$ cat config.mk
export PLATFORM = sky130hd
export DESIGN_NAME = pipe_ctrl
export DESIGN_NICKNAME = d
export VERILOG_FILES = /design/src/rtl/pipe_ctrl_pkg.sv /design/src/rtl/fwd_unit.sv /design/src/rtl/pipe_ctrl.sv
export SDC_FILE = /design/constraint.sdc
export NUM_CORES = 1
export LEC_CHECK = 0
export ABC_AREA = 1
export CAP_MARGIN = 5
export CORE_ASPECT_RATIO = 1.1
export CORE_MARGIN = 8
export CORE_UTILIZATION = 42
export CTS_CLUSTER_SIZE = 16
export DETAILED_ROUTE_END_ITERATION = 16
export GPL_TIMING_DRIVEN = 0
export PLACE_DENSITY_LB_ADDON = 0.25
export SETUP_SLACK_MARGIN = 0.02
export SLEW_MARGIN = 15
export SYNTH_ARGS = -nofsm -noshare
export SYNTH_HDL_FRONTEND = slang
export SYNTH_SLANG_ARGS = --single-unit
$ cat constraint.sdc
create_clock -name clk -period 1.6 [get_ports clk]
set_clock_uncertainty 0.2 [all_clocks]
set_input_delay 0.32 -clock clk [delete_from_list [all_inputs] [get_ports clk]]
set_output_delay 0.32 -clock clk [all_outputs]
set_load 0.01 [all_outputs]
$ cat src/rtl/pipe_ctrl_pkg.sv
// Shared core package: ALU/PC modes, pipe FSM states, forwarding selects.
// Used by pipe_ctrl (optional PIPE_CTRL_PERF_EN counters) and fwd_unit.
package pipe_ctrl_pkg;

  typedef enum logic [3:0] {
    ALU_ADD,
    ALU_SUB,
    ALU_SLL,
    ALU_SLT,
    ALU_SLTU,
    ALU_XOR,
    ALU_SRL,
    ALU_SRA,
    ALU_OR,
    ALU_AND
  } alu_op_t;

  typedef enum logic [1:0] {
    PC_SEQ,
    PC_BRANCH,
    PC_JAL,
    PC_JALR
  } pc_mode_t;

  typedef enum logic [1:0] {
    RUN,
    MEM_WAIT,
    DRAIN,
    HALT
  } pipe_state_t;

  localparam int FWD_SEL_BITS = 2;

  localparam logic [FWD_SEL_BITS-1:0] FWD_REG = 2'd0;
  localparam logic [FWD_SEL_BITS-1:0] FWD_MEM = 2'd1;
  localparam logic [FWD_SEL_BITS-1:0] FWD_WB  = 2'd2;

endpackage

$ cat src/rtl/fwd_unit.sv
// Operand forwarding compare for one EX source register.
// MEM result beats WB result; x0 is never forwarded.
module fwd_unit
  import pipe_ctrl_pkg::*;
(
  input  logic [4:0]              rs_i,
  input  logic                    mem_valid_i,
  input  logic                    mem_wr_i,
  input  logic [4:0]              mem_rd_i,
  input  logic                    wb_valid_i,
  input  logic                    wb_wr_i,
  input  logic [4:0]              wb_rd_i,
  output logic [FWD_SEL_BITS-1:0] sel_o
);

  logic rs_nz;
  logic mem_hit;
  logic wb_hit;

  assign rs_nz   = (rs_i != 5'd0);
  assign mem_hit = mem_valid_i & mem_wr_i
                 & (mem_rd_i == rs_i) & rs_nz;
  assign wb_hit  = wb_valid_i & wb_wr_i
                 & (wb_rd_i == rs_i) & rs_nz;

  always_comb begin
    sel_o = FWD_REG;
    if (mem_hit) begin
      sel_o = FWD_MEM;
    end else if (wb_hit) begin
      sel_o = FWD_WB;
    end
  end

endmodule

$ cat src/rtl/pipe_ctrl.sv
// Hazard/sequencing controller: stalls, flushes, forwarding, halt FSM.
// PIPE_CTRL_PERF_EN adds cycle/instret/stall performance counters.
module pipe_ctrl
  import pipe_ctrl_pkg::*;
#(
  parameter int CNT_BITS     = 32,
  parameter int DRAIN_CYCLES = 2
) (
  input  logic       clk,
  input  logic       rst_n,
  input  logic       id_valid,
  input  logic [4:0] id_rs1,
  input  logic [4:0] id_rs2,
  input  logic       ex_valid,
  input  logic       ex_reg_write,
  input  logic       ex_mem_read,
  input  logic [4:0] ex_rd,
  input  logic       ex_redirect,
  input  logic       ex_exception,
  input  logic       mem_valid,
  input  logic       mem_reg_write,
  input  logic [4:0] mem_rd,
  input  logic       mem_access,
  input  logic       dmem_ready,
  input  logic       wb_valid,
  input  logic       wb_reg_write,
  input  logic [4:0] wb_rd,
  output logic       stall_if,
  output logic       stall_id,
  output logic       stall_ex,
  output logic       stall_mem,
  output logic       flush_id,
  output logic       flush_ex,
  output logic       flush_wb,
  output logic [FWD_SEL_BITS-1:0] fwd_a_sel,
  output logic [FWD_SEL_BITS-1:0] fwd_b_sel,
  output logic       halted
`ifdef PIPE_CTRL_PERF_EN
  ,
  output logic [CNT_BITS-1:0] cycle_cnt,
  output logic [CNT_BITS-1:0] instret_cnt,
  output logic [CNT_BITS-1:0] stall_cnt
`endif
);

  localparam int CW =
    (DRAIN_CYCLES > 1) ? $clog2(DRAIN_CYCLES) : 1;
  localparam logic [CW-1:0] DRAIN_INIT =
    CW'(DRAIN_CYCLES - 1);

  if (CNT_BITS < 1 || DRAIN_CYCLES < 1) begin : g_bad_cfg
    $error("pipe_ctrl: bad parameters");
  end

  pipe_state_t   state_q, state_d;
  logic [CW-1:0] cnt_q, cnt_d;
  logic [4:0]    ex_rs1_q, ex_rs2_q;

  logic mem_wait;
  logic exc;
  logic redir;
  logic ld_use;

  assign mem_wait = mem_valid & mem_access & ~dmem_ready;
  assign exc      = ex_valid & ex_exception;
  assign redir    = ex_valid & ex_redirect;
  assign ld_use   = id_valid & ex_valid & ex_mem_read
                  & (ex_rd != 5'd0)
                  & ((ex_rd == id_rs1) | (ex_rd == id_rs2));

  always_comb begin
    state_d   = state_q;
    cnt_d     = cnt_q;
    stall_if  = 1'b0;
    stall_id  = 1'b0;
    stall_ex  = 1'b0;
    stall_mem = 1'b0;
    flush_id  = 1'b0;
    flush_ex  = 1'b0;
    flush_wb  = 1'b0;
    halted    = 1'b0;
    unique case (state_q)
      RUN, MEM_WAIT: begin
        if (mem_wait) begin
          stall_if  = 1'b1;
          stall_id  = 1'b1;
          stall_ex  = 1'b1;
          stall_mem = 1'b1;
          flush_wb  = 1'b1;
          state_d   = MEM_WAIT;
        end else if (exc) begin
          stall_if = 1'b1;
          flush_id = 1'b1;
          flush_ex = 1'b1;
          state_d  = DRAIN;
          cnt_d    = DRAIN_INIT;
        end else begin
          state_d = RUN;
          // wrong-path instruction in ID: no point stalling it
          if (redir) begin
            flush_id = 1'b1;
            flush_ex = 1'b1;
          end else if (ld_use) begin
            stall_if = 1'b1;
            stall_id = 1'b1;
            flush_ex = 1'b1;
          end
        end
      end
      DRAIN: begin
        stall_if = 1'b1;
        flush_id = 1'b1;
        flush_ex = 1'b1;
        if (mem_wait) begin
          stall_mem = 1'b1;
          flush_wb  = 1'b1;
        end else if (cnt_q == '0) begin
          state_d = HALT;
        end else begin
          cnt_d = cnt_q - 1'b1;
        end
      end
      HALT: begin
        stall_if  = 1'b1;
        stall_id  = 1'b1;
        stall_ex  = 1'b1;
        stall_mem = 1'b1;
        halted    = 1'b1;
      end
      default: state_d = RUN;
    endcase
  end

  always_ff @(posedge clk) begin
    if (!rst_n) begin
      state_q <= RUN;
      cnt_q   <= '0;
    end else begin
      state_q <= state_d;
      cnt_q   <= cnt_d;
    end
  end

  // EX-stage copies of the ID sources; a bubble reads x0
  always_ff @(posedge clk) begin
    if (!rst_n) begin
      ex_rs1_q <= 5'd0;
      ex_rs2_q <= 5'd0;
    end else if (flush_ex) begin
      ex_rs1_q <= 5'd0;
      ex_rs2_q <= 5'd0;
    end else if (!stall_ex) begin
      ex_rs1_q <= id_rs1;
      ex_rs2_q <= id_rs2;
    end
  end

  fwd_unit u_fwd_a (
    .rs_i        (ex_rs1_q),
    .mem_valid_i (mem_valid),
    .mem_wr_i    (mem_reg_write),
    .mem_rd_i    (mem_rd),
    .wb_valid_i  (wb_valid),
    .wb_wr_i     (wb_reg_write),
    .wb_rd_i     (wb_rd),
    .sel_o       (fwd_a_sel)
  );

  fwd_unit u_fwd_b (
    .rs_i        (ex_rs2_q),
    .mem_valid_i (mem_valid),
    .mem_wr_i    (mem_reg_write),
    .mem_rd_i    (mem_rd),
    .wb_valid_i  (wb_valid),
    .wb_wr_i     (wb_reg_write),
    .wb_rd_i     (wb_rd),
    .sel_o       (fwd_b_sel)
  );

`ifdef PIPE_CTRL_PERF_EN
  logic [CNT_BITS-1:0] cyc_q, cyc_d;
  logic [CNT_BITS-1:0] ret_q, ret_d;
  logic [CNT_BITS-1:0] stl_q, stl_d;
  logic                live;

  assign live = (state_q != HALT);

  always_comb begin
    cyc_d = cyc_q;
    ret_d = ret_q;
    stl_d = stl_q;
    if (live) cyc_d = cyc_q + 1'b1;
    if (wb_valid & ~flush_wb) ret_d = ret_q + 1'b1;
    if (live & stall_id) stl_d = stl_q + 1'b1;
  end

  always_ff @(posedge clk) begin
    if (!rst_n) begin
      cyc_q <= '0;
      ret_q <= '0;
      stl_q <= '0;
    end else begin
      cyc_q <= cyc_d;
      ret_q <= ret_d;
      stl_q <= stl_d;
    end
  end

  assign cycle_cnt   = cyc_q;
  assign instret_cnt = ret_q;
  assign stall_cnt   = stl_q;
`endif

endmodule

Word-level counts from Yosys, hierarchy flattened

Cells that the tools add are included.

Flip-flop bits (word level): 13
Input port bits: 39
Output and inout bits: 12
Word-level logic and storage cells: 85

Add/subtract/negate cells: 1
Equal/unequal tests: 13
Multiplexer cells: 35
Bitwise operators: 21
Reduce and logical (&&, ||, !) cells: 11

Operators with widths:

| cell                | count |
|---|---|
| $eq 5x5->1          | 6 |
| $mux 1              | 19 |
| $and 1x1->1         | 18 |
| $mux 2              | 8 |
| $reduce_bool 5->1   | 3 |
| $pmux 1 s2          | 7 |
| $ne 2x2->1 const B  | 4 |
| $reduce_or 2->1     | 3 |
| $eq 2x2->1 const B  | 2 |
| $pmux 2 s2          | 1 |
| $reduce_and 4->1    | 1 |
| $reduce_and 3->1    | 1 |
| $reduce_or 3->1     | 1 |
| $eq 2x1->1 const B  | 1 |
| $logic_not 2->1     | 1 |
| $not 1->1           | 2 |
| $reduce_bool 2->1   | 1 |
| $or 1x1->1          | 1 |
| $sub 1x1->1 const B | 1 |

Longest topological paths before layout

Gate-level depths: netlist of the first run.

Depth after elaboration: 10
Mapped depth: 11
Gate-level depth less buffers: 11

Hierarchy

From an unflattened synthesis of the first run, not the netlist that was laid out.

Cell total of the unflattened synthesis: 267
Area, all modules: 1478.9 µm²

By module, submodules not included:

| module    | instances | cells each | area each (µm²) | sequential area each (µm²) |
|---|---|---|---|---|
| pipe_ctrl | 1         | 145        | 933.4           | 260.2 |
| fwd_unit  | 2         | 61         | 272.8           | 0.0 |

Least setup slack after synthesis of the first run

Ideal clock, no wire load.

Path type: flip-flop to output port
From: reg ex_rs2_q[4]
To: out fwd_b_sel[0]
Arrival time: 1.045 ns
Required time: 1.080 ns
Setup slack: 0.035 ns
Stages on the path, launching flop included: 5
Path buffers: 1
Cells stage by stage: dfxtp_1 > xnor2_1 > nand2_1 > nor4_1 > buf_4

Longest elaborated chain between the ends: 4
Elaborated cells on any way between the ends: 5
Classes of those cells: eq/ne (1); mux (1); bitwise (2); reduce/logical (1)

Ends and longest elaborated chain:

| element                  | RTL line         | text |
|---|---|---|
| start: declaration       | pipe_ctrl.sv:57  | `logic [4:0] ex_rs1_q, ex_rs2_q;` |
| start signal: assignment | pipe_ctrl.sv:154 | `ex_rs2_q <= id_rs2;` |
| $eq 5x5->1               | fwd_unit.sv:22   | `& (mem_rd_i == rs_i) & rs_nz;` |
| $and 1x1->1              | fwd_unit.sv:22   |  |
| $and 1x1->1 (*)          | fwd_unit.sv:22   |  |
| via u_fwd_b.mem_hit      | fwd_unit.sv:17   | `logic mem_hit;` |
| $mux 2 (*)               | fwd_unit.sv:28   | `if (mem_hit) begin` |
| end: declaration         | pipe_ctrl.sv:36  | `output logic [FWD_SEL_BITS-1:0] fwd_b_sel,` |

Mark *: on every way through the listed nets, which the timed path passes. The rest lies on a longest branch.

Worst setup path after layout of the first run

From: reg ex_rs1_q[3]
To: out fwd_a_sel[1]

Elaborated cells on any way between the ends: 9
Classes of those cells: eq/ne (2); mux (2); bitwise (4); reduce/logical (1)

RTL lines:

| element                  | RTL line         | text |
|---|---|---|
| start: declaration       | pipe_ctrl.sv:57  |  |
| start signal: assignment | pipe_ctrl.sv:153 | `ex_rs1_q <= id_rs1;` |
| $eq 5x5->1               | fwd_unit.sv:22   |  |
| $and 1x1->1              | fwd_unit.sv:22   |  |
| $and 1x1->1 (*)          | fwd_unit.sv:22   |  |
| via u_fwd_a.mem_hit      | fwd_unit.sv:17   |  |
| $mux 2 (*)               | fwd_unit.sv:28   |  |
| end: declaration         | pipe_ctrl.sv:35  | `output logic [FWD_SEL_BITS-1:0] fwd_a_sel,` |

Marks and branches as above.

==> results_dict.tcl, run 1 <==
set metrics [dict create \
    cts_root_buf "clkbuf_4" \
    final_max_slew_viol_count 0 \
    gp_congestion 0.8488 \
    irDropWorstVdd_mv 0.4377 \
    fp-row-count 19 \
    ios 51 \
    grt_pass1_vias 1560 \
    die_area_um2 4623 \
    die_width_um 65.56 \
    total_power_w 0.001113 \
    io_buffers 49 \
    antenna_found_initial 0 \
    syn-num-nets 237 \
    critPathMaxStageDelay_ns 0.37 \
    syn_avg_cell_area_um2 5.732 \
    crit_path_cell_trace "buf_6 > nor3_2 > nand3_1 > o2111ai_2 > nor2_2 > buf_4 > nor2_1 > buf_2" \
    tightest_slew_ns 0.3227 \
    start_kind "flop" \
    h-tree-depth 1 \
    cts.sinks 13 \
    place_area_um2 1664 \
    grt_pass1_wl_um 7086 \
    dp_hpwl_um 2724 \
    worstSetupPathType "flop to output pin" \
    drv_cap 0 \
    status "finished with violations" \
    vias 1659 \
    p_per_area_nw_per_um2 515.8 \
    post-route-drc-count 0 \
    ys_ff_latch 13 \
    grt_max_degree 11 \
    cp_max_fo 4 \
    antenna_cells 0 \
    syn_to_final_growth_pct 90.08 \
    drt-total-wl_um 5315 \
    fin_nets 315 \
    slowest_stage "dfxtp_4" \
    hold_class "input pin to flop" \
    worst_skew_pair.late_latency_ns 0.28 \
    viasPerCell 5.422 \
    ys_warn_count 0 \
    ys_types 28 \
    coreArea_um2 2544 \
    fin_cells 306 \
    grt.total_usage_pct 18.89 \
    worstPathRequired_ns 1.08 \
    fin_ws_ns -0.4767 \
    avgRoutedWirePerCell_um 17.37 \
    cts_tree "yes" \
    post-route-period-util_pct 129.8 \
    clock.fmax_mhz 481.5 \
    drtIter0Drc 130 \
    place_ws_ns -1.116 \
    dp_cells 278 \
    cts_made_buffers 3 \
    clockBufferDepth 2 \
    period_minus_slack_ns 2.077 \
    critPathArrivalTime_ns 1.56 \
    final_cell_mix "nand2_1, buf_6, inv_1, nor2_1" \
    max_slew_margin_pct 78.42 \
    drive_gt1_share_pct 52.00 \
    syn_area_um2 1135 \
    hold_viol_final 0 \
    start_util_pct 44.61 \
    clkTransAtPathRegs_ns 0.08 \
    cp-end-kind "output pin" \
    violations "setup timing" \
    yosysSeqAreaShare_pct 22.93 \
    fin_util_pct 84.80 \
    finalSetupViolCount 13 \
    postSynthCellCount 198 \
    drt_pass1_iterations 4 \
    final_area_um2 2157 \
    die_height_um 70.52 \
    rsz0062_at_grt "true" \
    final_common_cell "nand2_1" \
    grt_overflow 0 \
    cellLeakagePower_nw 1.099 \
    drtAntennaViolNets 0 \
]
-- cell usage after synthesis --
master,instances,area share (%)
a221oi_1,1,0.77
nand3_1,10,4.4
nor2_1,30,9.9
xor2_1,3,2.3
o21ai_2,1,0.77
o22ai_1,2,1.1
o2111ai_1,2,1.5
a211oi_1,3,2.0
nand3b_1,1,0.66
o21ai_1,2,0.88
dfxtp_1,13,23
a21oi_4,1,1.4
nor3_1,3,1.3
inv_2,4,1.3
buf_4,2,1.3
nor2_2,2,1.1
nand2_2,1,0.55
nand2_1,53,18
nand2_4,1,0.99
o21ai_0,9,4.0
xnor2_1,6,4.6
nor4_1,1,0.55
inv_1,37,12
a21oi_1,4,1.8
nand4_1,2,1.1
buf_6,1,0.99
or2_2,2,1.1
o221ai_1,1,0.77
-- critical path: cells and delay by family, from the launching register on --
kind / cells / cell delay [ns]
compound gates: 1 / 0.10
simple gates: 4 / 0.41
buf+inv: 3 / 0.40
flops: 1 / 0.37
-- routing by layer --
metal  global-route usage (%)  part of all wire [%]
met1                    19.82                    36
met2                    33.52                    51
met3                    4.944                   8.2
met4                    9.223                   4.9
met5                        0                     0
-- final cells by class --
cell class | count | area, um2
buffer | 2 | 18.77
clock buffer | 4 | 26.28
fill | 149 | 386.6
inverter | 41 | 168.9
multi-input combinational | 142 | 953.4
sequential | 13 | 279.0
tap | 31 | 38.79
timing repair buffer | 73 | 671.9
-- power breakdown --
group / switching, W / total, W / internal, W
Sequential: 0.0000281 / 0.000372 / 0.000344
Clock: 0.000112 / 0.000209 / 0.0000969
Combinational: 0.000282 / 0.000532 / 0.000249
-- path summary, 6_finish.rpt --
path	end	start	slack (ns)	cells after the start
hold reg to reg	cnt_q$_SDFFE_PN0P_	cnt_q$_SDFFE_PN0P_	0.29	2
hold / removal	ex_rs1_q[1]$_SDFFE_PP0N_	id_rs1[1]	0.15	5
setup reg to reg	ex_rs2_q[4]$_SDFFE_PP0N_	state_q[1]$_SDFFE_PN0P_	-0.01	10
setup / recovery	fwd_a_sel[1]	ex_rs1_q[3]$_SDFFE_PP0N_	-0.48	8
-- flip-flops by register name, summed over array words and instances, names as in the netlist --
signal,count
cnt_q,1
ex_rs1_q,5
ex_rs2_q,5
state_q,2
-- through the flow --
| step | TNS [ns] | hold slack, ns |
|---|---|---|
| after floorplan | 0 | 0.2421 |
| final | -2.777 | 0.1529 |
| after CTS | -2.201 | 0.1734 |
| after detailed placement | -14.74 | 0.2659 |
| after global placement | -14.36 | 0.2571 |
| after global routing | -3.434 | 0.1951 |
-- cell families after synthesis --
kind of cell / count (synthesis) / synth area share [%]
compound gates: 26 / 15.00
xor+xnor: 9 / 6.946
buf+inv: 44 / 15.88
flops: 13 / 22.93
simple gates: 106 / 39.25
-- timing repair --
item,4_1_cts,5_1_grt
setup endpoints to repair,22,20
pin swaps,35,34
buffers inserted,16,11
gates cloned,0,1
hold buffers,0,0
gates resized for setup,183,87
No activity file was read; power rests on OpenSTA's default activity.
==> inputs of run 2 (changes only) <==
- CTS_CLUSTER_SIZE: 16 -> not set
==> results of run 2 <==
No change in the layout: final DEF, timing and power equal those of run 1.
==> inputs of run 3 (changes only) <==
==> constraint.sdc (replaced) <==
create_clock -name clk -period 1.6 [get_ports clk]
set_clock_uncertainty 0.2 [all_clocks]
set_input_delay 0.4 -clock clk [delete_from_list [all_inputs] [get_ports clk]]
set_output_delay 0.4 -clock clk [all_outputs]
set_load 0.01 [all_outputs]
==> results_dict.tcl, run 3 (synthesis gave the netlist of run 1 again) <==
set metrics [dict create \
    status "finished with violations" \
    violations "setup timing" \
    grt.total_usage_pct 17.51 \
    finalSetupTns_ns -3.940 \
    drv_cap 0 \
    finalSetupViolCount 14 \
    dp_hpwl_um 2803 \
    grt_pass1_vias 1484 \
    critPathArrivalTime_ns 1.58 \
    place_area_um2 1734 \
    clockBufferDepth 2 \
    fp-row-count 19 \
    crit_path_cell_trace "buf_6 > a21oi_2 > nand3_1 > nor3_2 > o2111ai_1 > nor2_2 > buf_2" \
    worstPathRequired_ns 1.00 \
    avgRoutedWirePerCell_um 17.29 \
    final_common_cell "nand2_1" \
    grt_pass1_wl_um 6651 \
    critPathMaxStageDelay_ns 0.36 \
    max_slew_margin_pct 82.38 \
    cts_root_buf "clkbuf_4" \
    drt-total-wl_um 5309 \
    top_regs "ex_rs1_q (5), ex_rs2_q (5), state_q (2)" \
    post-route-drc-count 0 \
    start_util_pct 44.61 \
    die_height_um 70.52 \
    drt_pass1_iterations 4 \
    fin_ws_ns -0.5804 \
    cp-end-kind "output pin" \
    hold_class "input pin to flop" \
    period_minus_slack_ns 2.180 \
    drtIter0Drc 80 \
    p_per_area_nw_per_um2 506.5 \
    fin_nets 316 \
    h-tree-depth 1 \
    worstSetupPathType "flop to output pin" \
    drtAntennaViolNets 0 \
    vias 1690 \
    grt_overflow 0 \
    hold_viol_final 0 \
    clkTransAtPathRegs_ns 0.08 \
    start_kind "flop" \
    antenna_cells 0 \
    rsz0062_at_grt "true" \
    die_area_um2 4623 \
    die_width_um 65.56 \
    drive_gt1_share_pct 52.90 \
    io_buffers 49 \
    coreArea_um2 2544 \
    fin_cells 307 \
    antenna_found_initial 0 \
    dp_cells 278 \
    post-route-period-util_pct 136.3 \
    cts_tree "yes" \
    cp_max_fo 4 \
    irDropWorstVdd_mv 0.3642 \
    cts_made_buffers 3 \
    cts.sinks 13 \
    ios 51 \
    viasPerCell 5.505 \
    final_cell_mix "nand2_1, buf_6, inv_1, nor2_1" \
    final_area_um2 2180 \
    grt_max_degree 11 \
    hold_buffers 0 \
    syn_to_final_growth_pct 92.06 \
    cellLeakagePower_nw 1.109 \
    final_max_slew_viol_count 0 \
    worst_skew_pair.late_latency_ns 0.27 \
    rrSetupSlack_ns -0.04 \
    gp_congestion 0.8081 \
    clock.fmax_mhz 458.6 \
    slowest_stage "dfxtp_4" \
    tightest_slew_ns 0.2639 \
]
[run 3: cell types whose count changed in the layout (fill, tap and decap cells not counted), moves of 3 or more]
cell / previous run / this run
nand2_2: 16 / 13
clkbuf_2: 3 / 0
o21ai_1: 3 / 7
dlygate4sd2_1: 16 / 13
buf_6: 25 / 28
inv_2: 14 / 17
[run 3: area by class of cell]
type                    instances  area, um2
fillers                       147      364.1
flip-flops and latches         13      281.5
clock buffers                   4      26.28
multi-input cells             141      923.4
repair buffers                 74      705.7
plain buffers                   3      30.03
well taps                      31      38.79
inverters                      41      173.9
[run 3: worst max-delay path: cells and delay by family (launching register included)]
family                 cells  cell delay, ns
AOI/OAI and AO/OA          2            0.27
and+or+nand+nor            3            0.41
DFF                        1            0.36
buffers and inverters      2            0.27
[run 3: metrics by stage]
| step | total power (W) | setup slack (ns) | hold WS, ns | utilization (%) |
|---|---|---|---|---|
| final | 0.001104 | -0.5804 | 0.2354 | 85.69 |
| after global routing | 0.001147 | -0.6314 | 0.2558 | 85.69 |
| after CTS | 0.0009845 | -0.5587 | 0.2547 | 75.85 |
| after detailed placement | 0.0007520 | -1.260 | 0.2648 | 68.18 |
| after global placement | 0.0007460 | -1.245 | 0.2604 | 68.18 |
| after floorplan | 0.0005660 | -0.02578 | 0.2421 | - |
[run 3: repair_timing]
item,in CTS,in global routing
endpoints found under the setup margin,24,20
buffers inserted,19,8
resized for setup,204,69
pin swaps,37,31
[run 3: report_power, final]
group | leakage [nW] | switching (W) | internal, W
clock | 0.0150 | 0.000107 | 0.0000965
sequential | 0.111 | 0.0000252 | 0.000343
combinational | 0.983 | 0.000277 | 0.000255
[run 3: layer usage]
metal / wire, um / vias up / global-route usage, %
met5: 0 / - / 0
met1: 1966 / 766 / 20.16
li1: - / 776 / -
met3: 467 / 32 / 3.987
met4: 356 / 0 / 7.039
met2: 2519 / 116 / 30.01
[run 3: path summary, 6_finish.rpt]
kind,end,cells past startpoint,startpoint
worst max-delay path,fwd_a_sel[1],7,ex_rs1_q[3]$_SDFFE_PP0N_
worst min-delay path,ex_rs1_q[1]$_SDFFE_PP0N_,5,id_rs1[1]
worst max register to register,ex_rs1_q[4]$_SDFFE_PP0N_,9,state_q[1]$_SDFFE_PN0P_
worst min register to register,cnt_q$_SDFFE_PN0P_,2,cnt_q$_SDFFE_PN0P_
